## src/rtl/dram_arbiter_if.sv

```systemverilog
// dram_arbiter_if: core port, debug port and RAM-side bundle of the
// data RAM arbiter; slave = arbiter view, master = requesters + RAM.
interface dram_arbiter_if #(
    parameter int AW = 32
);
    logic          c_req;
    logic          c_we;
    logic [AW-1:0] c_addr;
    logic [31:0]   c_wdata;
    logic [2:0]    c_ubhw;
    logic          c_gnt;
    logic          c_rvalid;
    logic [31:0]   c_rdata;
    logic          core_stall;

    logic          d_req;
    logic          d_we;
    logic [AW-1:0] d_addr;
    logic [31:0]   d_wdata;
    logic [2:0]    d_ubhw;
    logic          d_gnt;
    logic          d_rvalid;
    logic [31:0]   d_rdata;

    logic          ram_we;
    logic [AW-1:0] ram_addr;
    logic [31:0]   ram_din;
    logic [2:0]    ram_ubhw;
    logic [31:0]   ram_dout;

    modport slave (
        input  c_req, c_we, c_addr, c_wdata, c_ubhw,
        output c_gnt, c_rvalid, c_rdata, core_stall,
        input  d_req, d_we, d_addr, d_wdata, d_ubhw,
        output d_gnt, d_rvalid, d_rdata,
        output ram_we, ram_addr, ram_din, ram_ubhw,
        input  ram_dout
    );

    modport master (
        output c_req, c_we, c_addr, c_wdata, c_ubhw,
        input  c_gnt, c_rvalid, c_rdata, core_stall,
        output d_req, d_we, d_addr, d_wdata, d_ubhw,
        input  d_gnt, d_rvalid, d_rdata,
        input  ram_we, ram_addr, ram_din, ram_ubhw,
        output ram_dout
    );
endinterface

```

## src/rtl/dram_arbiter.sv

```systemverilog
// dram_arbiter: shares the single-port data RAM between the MEM stage (C)
// and a debug/loader master (D); one access per clock, reads return 1 cycle later.
module dram_arbiter #(
    parameter int AW       = 32,
    parameter int MAX_WAIT = 3,
    parameter int CW       = 4
) (
    input logic           clk,
    input logic           rst,
    dram_arbiter_if.slave bus
);
    typedef enum logic [1:0] {
        OWN_NONE = 2'd0,
        OWN_CORE = 2'd1,
        OWN_DBG  = 2'd2
    } owner_t;

    localparam logic [CW-1:0] LP_MAX = CW'(MAX_WAIT);

    logic [CW-1:0] r_wait_cnt;
    logic [CW-1:0] w_wait_nxt;
    owner_t        r_owner;
    owner_t        w_owner_nxt;
    logic          w_c_gnt;
    logic          w_d_gnt;
    logic          w_we;
    logic [AW-1:0] w_addr;
    logic [31:0]   w_din;
    logic [2:0]    w_ubhw;

    // D wins when the core is idle or D has been starved for MAX_WAIT cycles
    always_comb begin
        w_d_gnt = bus.d_req & (~bus.c_req | (r_wait_cnt == LP_MAX));
        w_c_gnt = bus.c_req & ~w_d_gnt;
    end

    // grant and stall toward the requesters and the hazard unit
    always_comb begin
        bus.c_gnt      = w_c_gnt;
        bus.d_gnt      = w_d_gnt;
        bus.core_stall = bus.c_req & ~w_c_gnt;
    end

    // starvation counter: counts consecutive denials, cleared on grant or idle
    always_comb begin
        w_wait_nxt = '0;
        if (bus.d_req && !w_d_gnt) begin
            if (r_wait_cnt == LP_MAX) begin
                w_wait_nxt = r_wait_cnt;
            end else begin
                w_wait_nxt = r_wait_cnt + CW'(1);
            end
        end
    end

    // starvation counter register
    always_ff @(posedge clk or posedge rst) begin
        if (rst) begin
            r_wait_cnt <= '0;
        end else begin
            r_wait_cnt <= w_wait_nxt;
        end
    end

    // RAM mux: granted port drives the RAM, otherwise all zero
    always_comb begin
        w_we   = 1'b0;
        w_addr = '0;
        w_din  = '0;
        w_ubhw = '0;
        if (w_c_gnt) begin
            w_we   = bus.c_we;
            w_addr = bus.c_addr;
            w_din  = bus.c_wdata;
            w_ubhw = bus.c_ubhw;
        end else if (w_d_gnt) begin
            w_we   = bus.d_we;
            w_addr = bus.d_addr;
            w_din  = bus.d_wdata;
            w_ubhw = bus.d_ubhw;
        end
    end

    // RAM outputs; writes are suppressed while reset is held
    always_comb begin
        bus.ram_we   = w_we & ~rst;
        bus.ram_addr = w_addr;
        bus.ram_din  = w_din;
        bus.ram_ubhw = w_ubhw;
    end

    // owner state register: who issued last cycle's read
    always_ff @(posedge clk or posedge rst) begin
        if (rst) begin
            r_owner <= OWN_NONE;
        end else begin
            r_owner <= w_owner_nxt;
        end
    end

    // owner next state: a granted read claims the return slot
    always_comb begin
        w_owner_nxt = OWN_NONE;
        if (w_c_gnt && !bus.c_we) begin
            w_owner_nxt = OWN_CORE;
        end else if (w_d_gnt && !bus.d_we) begin
            w_owner_nxt = OWN_DBG;
        end
    end

    // owner outputs: route RAM read data to its owner, zero otherwise
    always_comb begin
        bus.c_rvalid = 1'b0;
        bus.d_rvalid = 1'b0;
        bus.c_rdata  = 32'h0;
        bus.d_rdata  = 32'h0;
        unique case (r_owner)
            OWN_CORE: begin
                bus.c_rvalid = 1'b1;
                bus.c_rdata  = bus.ram_dout;
            end
            OWN_DBG: begin
                bus.d_rvalid = 1'b1;
                bus.d_rdata  = bus.ram_dout;
            end
            default: begin
                bus.c_rvalid = 1'b0;
                bus.d_rvalid = 1'b0;
            end
        endcase
    end
endmodule
```

## src/flat_wrapper.sv

```systemverilog
// flat-port wrapper written by rule: the top's interface ports become plain ports
module dram_arbiter_flat 
#(
    parameter int AW       = 32,
    parameter int MAX_WAIT = 3,
    parameter int CW       = 4
)
  (clk, rst, bus_c_req, bus_c_we, bus_c_addr, bus_c_wdata, bus_c_ubhw, bus_c_gnt, bus_c_rvalid, bus_c_rdata, bus_core_stall, bus_d_req, bus_d_we, bus_d_addr, bus_d_wdata, bus_d_ubhw, bus_d_gnt, bus_d_rvalid, bus_d_rdata, bus_ram_we, bus_ram_addr, bus_ram_din, bus_ram_ubhw, bus_ram_dout);
  dram_arbiter_if #(.AW(AW)) bus_i ();
  input logic clk;
  input logic rst;
  input wire logic [$bits(bus_i.c_req)-1:0] bus_c_req;
  input wire logic [$bits(bus_i.c_we)-1:0] bus_c_we;
  input wire logic [$bits(bus_i.c_addr)-1:0] bus_c_addr;
  input wire logic [$bits(bus_i.c_wdata)-1:0] bus_c_wdata;
  input wire logic [$bits(bus_i.c_ubhw)-1:0] bus_c_ubhw;
  output wire logic [$bits(bus_i.c_gnt)-1:0] bus_c_gnt;
  output wire logic [$bits(bus_i.c_rvalid)-1:0] bus_c_rvalid;
  output wire logic [$bits(bus_i.c_rdata)-1:0] bus_c_rdata;
  output wire logic [$bits(bus_i.core_stall)-1:0] bus_core_stall;
  input wire logic [$bits(bus_i.d_req)-1:0] bus_d_req;
  input wire logic [$bits(bus_i.d_we)-1:0] bus_d_we;
  input wire logic [$bits(bus_i.d_addr)-1:0] bus_d_addr;
  input wire logic [$bits(bus_i.d_wdata)-1:0] bus_d_wdata;
  input wire logic [$bits(bus_i.d_ubhw)-1:0] bus_d_ubhw;
  output wire logic [$bits(bus_i.d_gnt)-1:0] bus_d_gnt;
  output wire logic [$bits(bus_i.d_rvalid)-1:0] bus_d_rvalid;
  output wire logic [$bits(bus_i.d_rdata)-1:0] bus_d_rdata;
  output wire logic [$bits(bus_i.ram_we)-1:0] bus_ram_we;
  output wire logic [$bits(bus_i.ram_addr)-1:0] bus_ram_addr;
  output wire logic [$bits(bus_i.ram_din)-1:0] bus_ram_din;
  output wire logic [$bits(bus_i.ram_ubhw)-1:0] bus_ram_ubhw;
  input wire logic [$bits(bus_i.ram_dout)-1:0] bus_ram_dout;
  assign bus_i.c_req = bus_c_req;
  assign bus_i.c_we = bus_c_we;
  assign bus_i.c_addr = bus_c_addr;
  assign bus_i.c_wdata = bus_c_wdata;
  assign bus_i.c_ubhw = bus_c_ubhw;
  assign bus_c_gnt = bus_i.c_gnt;
  assign bus_c_rvalid = bus_i.c_rvalid;
  assign bus_c_rdata = bus_i.c_rdata;
  assign bus_core_stall = bus_i.core_stall;
  assign bus_i.d_req = bus_d_req;
  assign bus_i.d_we = bus_d_we;
  assign bus_i.d_addr = bus_d_addr;
  assign bus_i.d_wdata = bus_d_wdata;
  assign bus_i.d_ubhw = bus_d_ubhw;
  assign bus_d_gnt = bus_i.d_gnt;
  assign bus_d_rvalid = bus_i.d_rvalid;
  assign bus_d_rdata = bus_i.d_rdata;
  assign bus_ram_we = bus_i.ram_we;
  assign bus_ram_addr = bus_i.ram_addr;
  assign bus_ram_din = bus_i.ram_din;
  assign bus_ram_ubhw = bus_i.ram_ubhw;
  assign bus_i.ram_dout = bus_ram_dout;
  dram_arbiter #(.AW(AW), .MAX_WAIT(MAX_WAIT), .CW(CW)) u_core (.clk(clk), .rst(rst), .bus(bus_i));
endmodule
```

## config.mk

```make
export PLATFORM = sky130hd
export DESIGN_NAME = dram_arbiter_flat
export DESIGN_NICKNAME = d
export VERILOG_FILES = /design/src/rtl/dram_arbiter_if.sv /design/src/rtl/dram_arbiter.sv /design/src/flat_wrapper.sv
export SDC_FILE = /design/constraint.sdc
export NUM_CORES = 1
export LEC_CHECK = 0
export ABC_AREA = 1
export CORE_AREA = 2 2 122 124
export DETAILED_ROUTE_END_ITERATION = 8
export DIE_AREA = 0 0 124 126
export HOLD_SLACK_MARGIN = 0.06
export PLACE_DENSITY = 0.5
export SLEW_MARGIN = 20
export SYNTH_ARGS = -nofsm -noshare
export SYNTH_HDL_FRONTEND = slang
export SYNTH_SLANG_ARGS = --single-unit
```

## constraint.sdc

```tcl
create_clock -name clk -period 2.52 [get_ports clk]
set_input_delay 0.504 -clock clk [delete_from_list [all_inputs] [get_ports clk]]
set_output_delay 0.504 -clock clk [all_outputs]
set_load 0.005 [all_outputs]
```

### Word-level counts from Yosys, hierarchy flattened

Cells that the tools add are included.

| cells by class | value |
|---|---|
| $add $sub $neg | 1 |
| eq/ne operators | 4 |
| multiplexer cells | 16 |
| bitwise logic cells | 9 |
| reductions and logical operators | 6 |

Operator list:

| cell | number |
|---|---|
| $mux 32 | 6 |
| $mux 4 | 2 |
| $mux 3 | 2 |
| $add 4x1->4 const B | 1 |
| $and 1x1->1 | 4 |
| $eq 4x2->1 const B | 1 |
| $mux 1 | 4 |
| $mux 2 | 2 |
| $not 1->1 | 4 |
| $logic_and 1x1->1 | 3 |
| $logic_not 1->1 | 3 |
| $eq 2x1->1 const B | 1 |
| $eq 2x2->1 const B | 1 |
| $ne 2x2->1 const B | 1 |
| $or 1x1->1 | 1 |

| word-level totals | value |
|---|---|
| flip-flop bits (word level) | 6 |
| input port bits | 172 |
| output and inout bits | 137 |
| logic and storage cells | 38 |

### Logic depth before layout (Yosys ltp)

Gate-level depths: netlist of run 1.

| depth | value |
|---|---|
| word-level depth | 7 |
| depth in mapped cells | 6 |

### Least setup slack after synthesis of run 1

No wires, ideal clock.

| timing | value |
|---|---|
| path type | register -> output |
| from | register u_core.r_wait_cnt[0] |
| to | output bus_ram_addr[10] |
| arrival | 1287 ps |
| required time | 2016 ps |
| slack | 729 ps |
| cell stages (with the launch flop) | 7 |
| path buffers | 2 |
| path through | dfrtp_1 -> ha_1 -> a31oi_2 -> buf_4 -> buf_4 -> nand2_1 -> nand2_1 |

| on the way | value |
|---|---|
| longest elaborated chain between the ends | 6 |
| elaborated cells between the ends (all ways) | 7 |

RTL lines:

| element | line | source |
|---|---|---|
| start: declaration | dram_arbiter.sv:20 | `logic [CW-1:0] r_wait_cnt;` |
| start signal: assignment | dram_arbiter.sv:61 | `r_wait_cnt <= w_wait_nxt;` |
| $eq 4x2->1 * | dram_arbiter.sv:33 | `w_d_gnt = bus.d_req & (~bus.c_req \| (r_wait_cnt == LP_MAX));` |
| $or 1x1->1 * | dram_arbiter.sv:33 |  |
| $and 1x1->1 * | dram_arbiter.sv:33 |  |
| $not 1->1 | dram_arbiter.sv:34 | `w_c_gnt = bus.c_req & ~w_d_gnt;` |
| $and 1x1->1 | dram_arbiter.sv:34 |  |
| $mux 32 * | dram_arbiter.sv:71 | `if (w_c_gnt) begin` |
| end: declaration | flat_wrapper.sv:30 | `output wire logic [$bits(bus_i.ram_addr)-1:0] bus_ram_addr;` |

Mark *: on every way between the ends. The rest lies on a longest branch, timed or not.

### Worst setup path after layout of run 1

| timing | value |
|---|---|
| from | register u_core.r_wait_cnt[0] |
| to | output bus_ram_addr[12] |

Same word-level chain as after synthesis.

==> results of run 1 <==
-- logic make-up after synthesis --
kind of cell,share of synthesized area (%)
and+or+nand+nor,69.6
buffers and inverters,16.9
DFF,9.83
AOI/OAI and AO/OA,1.72
adders and majority gates,0.819
xor gates and xnor gates,1.15
-- placed cells by master (no fill, tap or decap), drive strengths merged, types with 2 or more instances in the layout --
cell           count
dfrtp              6
dlygate4sd2       51
clkdlybuf4s15      3
dlymetal6s2s       8
clkdlybuf4s50    242
a21oi              2
clkbuf             7
nand3              3
nand2            207
buf               46
nor2              71
inv               43
-- worst max-delay path: stages (launching register included) --
cell             delay, ns
dfrtp_1               0.39
ha_4                  0.18
nand2_2               0.08
a21oi_4               0.19
buf_12                0.18
buf_12                0.13
nand2_1               0.05
nand2_1               0.06
clkdlybuf4s50_1       0.49
-- Yosys cell counts (all sizes together) --
cell type,count
nand2,207
nor3,1
a31oi,1
clkbuf,9
inv,43
xnor2,1
xor2,1
dfrtp,6
a21oi,2
nor2,71
buf,11
ha,1
nand3,3
-- sequential cells by signal, summed over array words and instances (netlist names) --
register / count
u_core.r_wait_cnt: 4
u_core.r_owner: 2
-- routing by layer --
layer	up-vias	track usage [%]	share of wire, %
li1	1700	-	-
met1	1402	13.6	34
met2	214	27.3	52
met3	10	3.62	12
met4	0	2.45	1.1
met5	-	0	0
-- what timing repair did --
| action | 4_1_cts | 5_1_grt |
|---|---|---|
| resized for setup | 75 | 15 |
| hold buffers | 0 | 0 |
| gates cloned | 4 | 0 |
| pin swaps | 2 | 2 |
| buffers inserted | 12 | 12 |
| setup endpoints to repair | 70 | 16 |
-- worst paths after layout --
kind                                                        from                                to  depth (start not counted)
worst max-delay path            u_core.r_wait_cnt[0]$_DFFE_PP0P_                  bus_ram_addr[12]                          8
worst min-delay path                                         rst       u_core.r_owner[1]$_DFF_PP0_                          3
worst max register to register  u_core.r_wait_cnt[0]$_DFFE_PP0P_       u_core.r_owner[0]$_DFF_PP0_                          5
worst min register to register  u_core.r_wait_cnt[1]$_DFFE_PP0P_  u_core.r_wait_cnt[1]$_DFFE_PP0P_                          3
max in group asynchronous                                    rst  u_core.r_wait_cnt[2]$_DFFE_PP0P_                          3
min in group clk                                       bus_c_req       u_core.r_owner[0]$_DFF_PP0_                          4
-- per-stage QoR --
| stage | std cells | total power [µW] | hold slack [ns] | setup TNS [ns] | worst slack (ns) |
|---|---|---|---|---|---|
| 2_1_floorplan | 357 | 277 | 0.303 | 0 | 0.729 |
| 3_5_place_dp | 848 | 860 | 0.456 | -21.80 | -0.381 |
| 3_3_place_gp | 848 | 857 | 0.444 | -20.31 | -0.374 |
| 6_report | 879 | 1120 | 0.577 | 0 | 0.0241 |
| 4_1_cts | 867 | 1130 | 0.580 | -0.0409 | -0.0221 |
| 5_1_grt | 879 | 1200 | 0.615 | -0.0813 | -0.0584 |
-- area by class of cell --
type	count	area share, %
tap	184	4.30
sequential	6	2.80
inverter	43	3.01
timing repair buffer	355	66.9
multi-input combinational	288	21.6
clock buffer	3	1.40
-- power groups by stage --
stage | Combinational, µW | Clock [µW] | Sequential, µW
2_1_floorplan | 175 | 0 | 102
3_3_place_gp | 754 | 0 | 103
3_5_place_dp | 757 | 0 | 103
4_1_cts | 760 | 267 | 102
5_1_grt | 825 | 271 | 102
6_report | 756 | 261 | 102
==> run_results.csv, run 1 <==
group,metric,value,unit
yosys,synth_area_leaders,"nand2_1 (51%), nor2_1 (17%), inv_1 (10%)",
place,place_area,4990,µm²
sta,fin_crit,2.50,ns
pwr,switching_share,28.4,%
pwr,p_int,801,µW
yosys,synth_area,1530,µm²
yosys,avgSynthCellArea,4.28,µm²
clock_tree,clockBufferDepth,2,
global_route,grt_pass1_wl,16400,µm
run,timing.max_cap.violations,0,
floorplan,die-area,15600,µm²
global_route,track_usage,13.5,%
run_status,status,"finished clean",
clock_tree,path_clk_slew,0.04,ns
sta,maxSlewHeadroom,79.0,%
clock_tree,cts_root_buf,"clkbuf_16",
yosys,yosysSeqAreaShare,9.83,%
route,wl_per_cell,13.2,µm
finish,final_core_util,37.4,%
pwr,ir_worst_vdd,131,µV
yosys,ys_ff_latch,6,
worst_setup_path,crit_arrival,1.99,ns
worst_setup_path,critical_path_required,2.02,ns
global_route,grt.overflow.total,0,
finish,area_growth,251,%
worst_setup_path,critPathKind,"reg2out",
route,drt_iter0_drc,47,
global_route,grt_max_degree,32,
sta,fmax,401,MHz
yosys,yosysTopAreaCellShare,50.9,%
pwr,p_clk_share,23.3,%
yosys,yosysUniqueCellTypes,16,
finish,multiInputGateArea,1160,µm²
sta,hold_viol_final,0,
route,postRouteAntennaNets,0,
clock_tree,cts_made_buffers,3,
floorplan,ios,309,
floorplan,fp-row-count,44,
sta,rsz0062_at_grt,"yes",
place,hpwl,9640,µm
finish,drive_gt1_share,9.06,%
sta,finalCritPeriodShare,99.0,%
pwr,p_sw,318,µW
sta,slew_viol_final,0,
clock_tree,cts_tree,"built",
place,io_buffers,308,
route,drc,0,
place,gp_congestion,0.908,
finish,n_fill_cell,1524,
yosys,syn_inst,357,
worst_setup_path,ff2ff_setup_slack,1.31,ns
floorplan,die_h,126,µm
yosys,synth_top_area_cell,"nand2_1",
pwr,p_per_area,209,nW/µm²
sta,setup_violations,0,
route,dr.pass1.iters,5,
floorplan,start_util,10.7,%
yosys,yosysWarnings,0,
global_route,grt_antenna_before_repair,0,
finish,antenna_cells,0,
clock_tree,htreeDepth,1,
finish,nets,870,
hold_path,hold_class,"in2async",
finish,design_area,5360,µm²
pwr,power_frac_seq,9.1,%
sta,clock_skew,0.00253,ns
floorplan,chipWidth,124,µm
worst_setup_path,cp-start-kind,"flip-flop",
route,routed_wirelength,11600,µm
global_route,grt_pass1_vias,3235,
route,viasPerCell,3.78,
worst_setup_path,end_kind,"output pin",
pwr,combPwrFrac,67.5,%
floorplan,core,14300,µm²
route,vias,3326,
clock_tree,clkSinkCount,6,
finish,regArea,150,µm²
yosys,syn-num-nets,530,
clock_tree,clock_latency,0.23,ns
worst_setup_path,path_max_fanout,16,
pwr,cellLeakagePower,0.00281,µW
sta,worst_slew_pin_slew,0.315,ns
No activity file was read; power rests on OpenSTA's default activity.
==> run 2: changes to the inputs <==
PLACE_DENSITY = default   (was 0.5)
==> run 2 against run 1 <==
  * Non-clock buffer count down 9
  * Maximum frequency is 1.4% higher
  * Count of clock-buffer cells in the layout unchanged
  * Sequential power is essentially flat
  * Combinational power fell by 1%
  * Wire length fell by 8.5%
  * Register-to-register slack worse by 0.02 ns
  * Sequential share of layout area about the same
  * Worst setup slack improved by 0.035 ns
  * Sequential cell count did not move
  * Via count shrank 2.1%
  * Die area stayed put
  * Largest cell class unchanged
  * Highest routed layer unchanged
==> run_results.csv, run 2 (synthesized netlist as in run 1, its figures left out) <==
group,metric,value,unit
run_status,status,"finished clean",
worst_setup_path,path_max_fanout,8,
worst_setup_path,critPathKind,"in2out",
global_route,grt.overflow.total,0,
finish,final_common_cell,"clkdlybuf4s50_1",
sta,fin_crit,2.46,ns
floorplan,chipWidth,124,µm
pwr,p_per_area,207,nW/µm²
clock_tree,cts_tree,"built",
route,highest_layer,"met4",
clock_tree,cts-hold-fix-buffers,0,
run,timing.max_cap.violations,0,
finish,mostFrequentLayoutCells,"clkdlybuf4s50_1 (244), nand2_1 (206), nor2_1 (70)",
floorplan,die_h,126,µm
sta,clock_skew,0.000113,ns
finish,nets,861,
pwr,cellLeakagePower,0.00270,µW
finish,final_core_util,37.1,%
sta,rsz0062_at_grt,"yes",
clock_tree,cts_made_buffers,3,
finish,design_area,5310,µm²
finish,n_fill_cell,1528,
floorplan,core,14300,µm²
clock_tree,cts_root_buf,"clkbuf_16",
hold_path,hold_class,"reg2reg",
pwr,ir_worst_vdd,170,µV
clock_tree,clockBufferDepth,2,
place,place_area,5000,µm²
finish,drive_gt1_share,7.00,%
place,io_buffers,308,
sta,worst_slew_pin_slew,0.332,ns
clock_tree,path_clk_slew,0.03,ns
global_route,grt_pass1_vias,3135,
worst_setup_path,slowest_delay,0.50,ns
route,postRouteAntennaNets,0,
route,routed_wirelength,10700,µm
worst_setup_path,critPathSlowestCell,"clkdlybuf4s50_1",
floorplan,ios,309,
worst_setup_path,end_kind,"output pin",
worst_setup_path,r2r_start,"u_core.r_wait_cnt[2]$_DFFE_PP0P_",
floorplan,fp-row-count,44,
clock_tree,htreeDepth,1,
finish,top_regs,"u_core.r_wait_cnt x4, u_core.r_owner x2",
route,routed-wl-met2,5590,µm
sta,hold_viol_final,0,
worst_setup_path,crit_top_cell,"nand2_1",
floorplan,die-area,15600,µm²
route,wl_per_cell,12.2,µm
global_route,grt_max_degree,27,
worst_setup_path,crit_start,"bus_c_req",
finish,largest_reg_flops,4,
route,vias,3257,
floorplan,start_util,10.7,%
worst_setup_path,rr_worst_depth,5,
sta,fmax,406,MHz
worst_setup_path,path_cells,"dlygate4sd2_1 -> buf_6 -> a21oi_4 -> buf_4 -> nand2_1 -> nand2_1 -> clkdlybuf4s50_1",
route,wl_met1,3630,µm
sta,setup_violations,0,
global_route,track_usage,12.4,%
worst_setup_path,cp-endpoint,"bus_ram_addr[28]",
route,drc,0,
worst_setup_path,cp-start-kind,"input pin",
worst_setup_path,crit_arrival,1.96,ns
sta,slew_viol_final,0,
route,dr.pass1.iters,4,
global_route,grt_pass1_wl,15500,µm
sta,maxSlewHeadroom,77.8,%
pwr,p_total,1100,µW
global_route,grt_antenna_before_repair,0,
route,viasPerCell,3.74,
clock_tree,clock_latency,0.22,ns
worst_setup_path,rr_endpoint,"u_core.r_owner[0]$_DFF_PP0_",
place,gp_congestion,0.803,
place,hpwl,8810,µm
worst_setup_path,critical_path_required,2.02,ns
finish,antenna_cells,0,
finish,top_register,"u_core.r_wait_cnt",
clock_tree,clkSinkCount,6,
route,drt_iter0_drc,74,
route,wl_met3,1330,µm
finish,area_growth,248,%
worst_setup_path,ff2ff_setup_slack,1.29,ns
sta,finalCritPeriodShare,97.7,%
-- run 2: cell count changes in the layout (fill, tap and decap cells not counted), sizes merged --
cell / before / now
clkdlybuf4s15: 3 / 8
buf: 46 / 37
dlymetal6s2s: 8 / 0
clkdlybuf4s50: 242 / 244
clkbuf: 7 / 4
dlygate4sd2: 51 / 55
-- run 2: timing repair --
action | 4_1_cts | 5_1_grt
endpoints found under the setup margin | 71 | 14
resized for setup | 82 | 8
pin swaps | 2 | 1
cloned | 5 | 0
setup buffers | 14 | 1
endpoints found under the hold margin | 0 | 0
-- run 2: worst max-delay path: cells and delay by family --
kind            cells  cell delay (ns)
compound gates      1             0.20
buf+inv             4             1.11
simple gates        2             0.13
-- run 2: layout make-up --
type / count / area, µm² / area share, %
Timing Repair Buffer: 346 / 3530 / 66.6
Multi-Input combinational cell: 288 / 1160 / 21.8
Tap cell: 184 / 230 / 4.34
Inverter: 43 / 161 / 3.04
Sequential cell: 6 / 150 / 2.83
Clock buffer: 3 / 75.1 / 1.41
-- run 2: how the worst min path moves through the flow --
stage | endpoint | cells past startpoint | slack, ns | startpoint
floorplan | u_core.r_owner[0]$_DFF_PP0_ | 1 | 0.30 | rst
global placement | u_core.r_wait_cnt[0]$_DFFE_PP0P_ | 1 | 0.46 | u_core.r_wait_cnt[0]$_DFFE_PP0P_
detailed placement | u_core.r_wait_cnt[0]$_DFFE_PP0P_ | 1 | 0.46 | u_core.r_wait_cnt[0]$_DFFE_PP0P_
CTS | u_core.r_wait_cnt[0]$_DFFE_PP0P_ | 1 | 0.51 | u_core.r_wait_cnt[0]$_DFFE_PP0P_
global route | u_core.r_wait_cnt[0]$_DFFE_PP0P_ | 1 | 0.55 | u_core.r_wait_cnt[0]$_DFFE_PP0P_
finish | u_core.r_wait_cnt[0]$_DFFE_PP0P_ | 1 | 0.50 | u_core.r_wait_cnt[0]$_DFFE_PP0P_
-- run 2: layer usage --
layer | up-vias | track usage (%)
met5 | - | 0
met4 | 0 | 2.58
met3 | 8 | 3.08
met2 | 208 | 25.0
met1 | 1365 | 12.5
li1 | 1676 | -
-- run 2: stage by stage --
stage          instances  setup TNS [ns]  setup WS [ns]  hold WS (ns)
2_1_floorplan        357               0          0.729         0.303
3_3_place_gp         848          -18.16         -0.337         0.456
3_5_place_dp         848          -18.01         -0.334         0.458
4_1_cts              870         -0.0554        -0.0197         0.506
5_1_grt              870         -0.0573        -0.0183         0.546
6_report             870               0         0.0588         0.500
-- run 2: power by group --
part	internal, µW	switching [µW]	leakage (µW)
Sequential	100	2.15	0.0000814
Clock	203	48.1	0.0000370
Combinational	495	253	0.00258
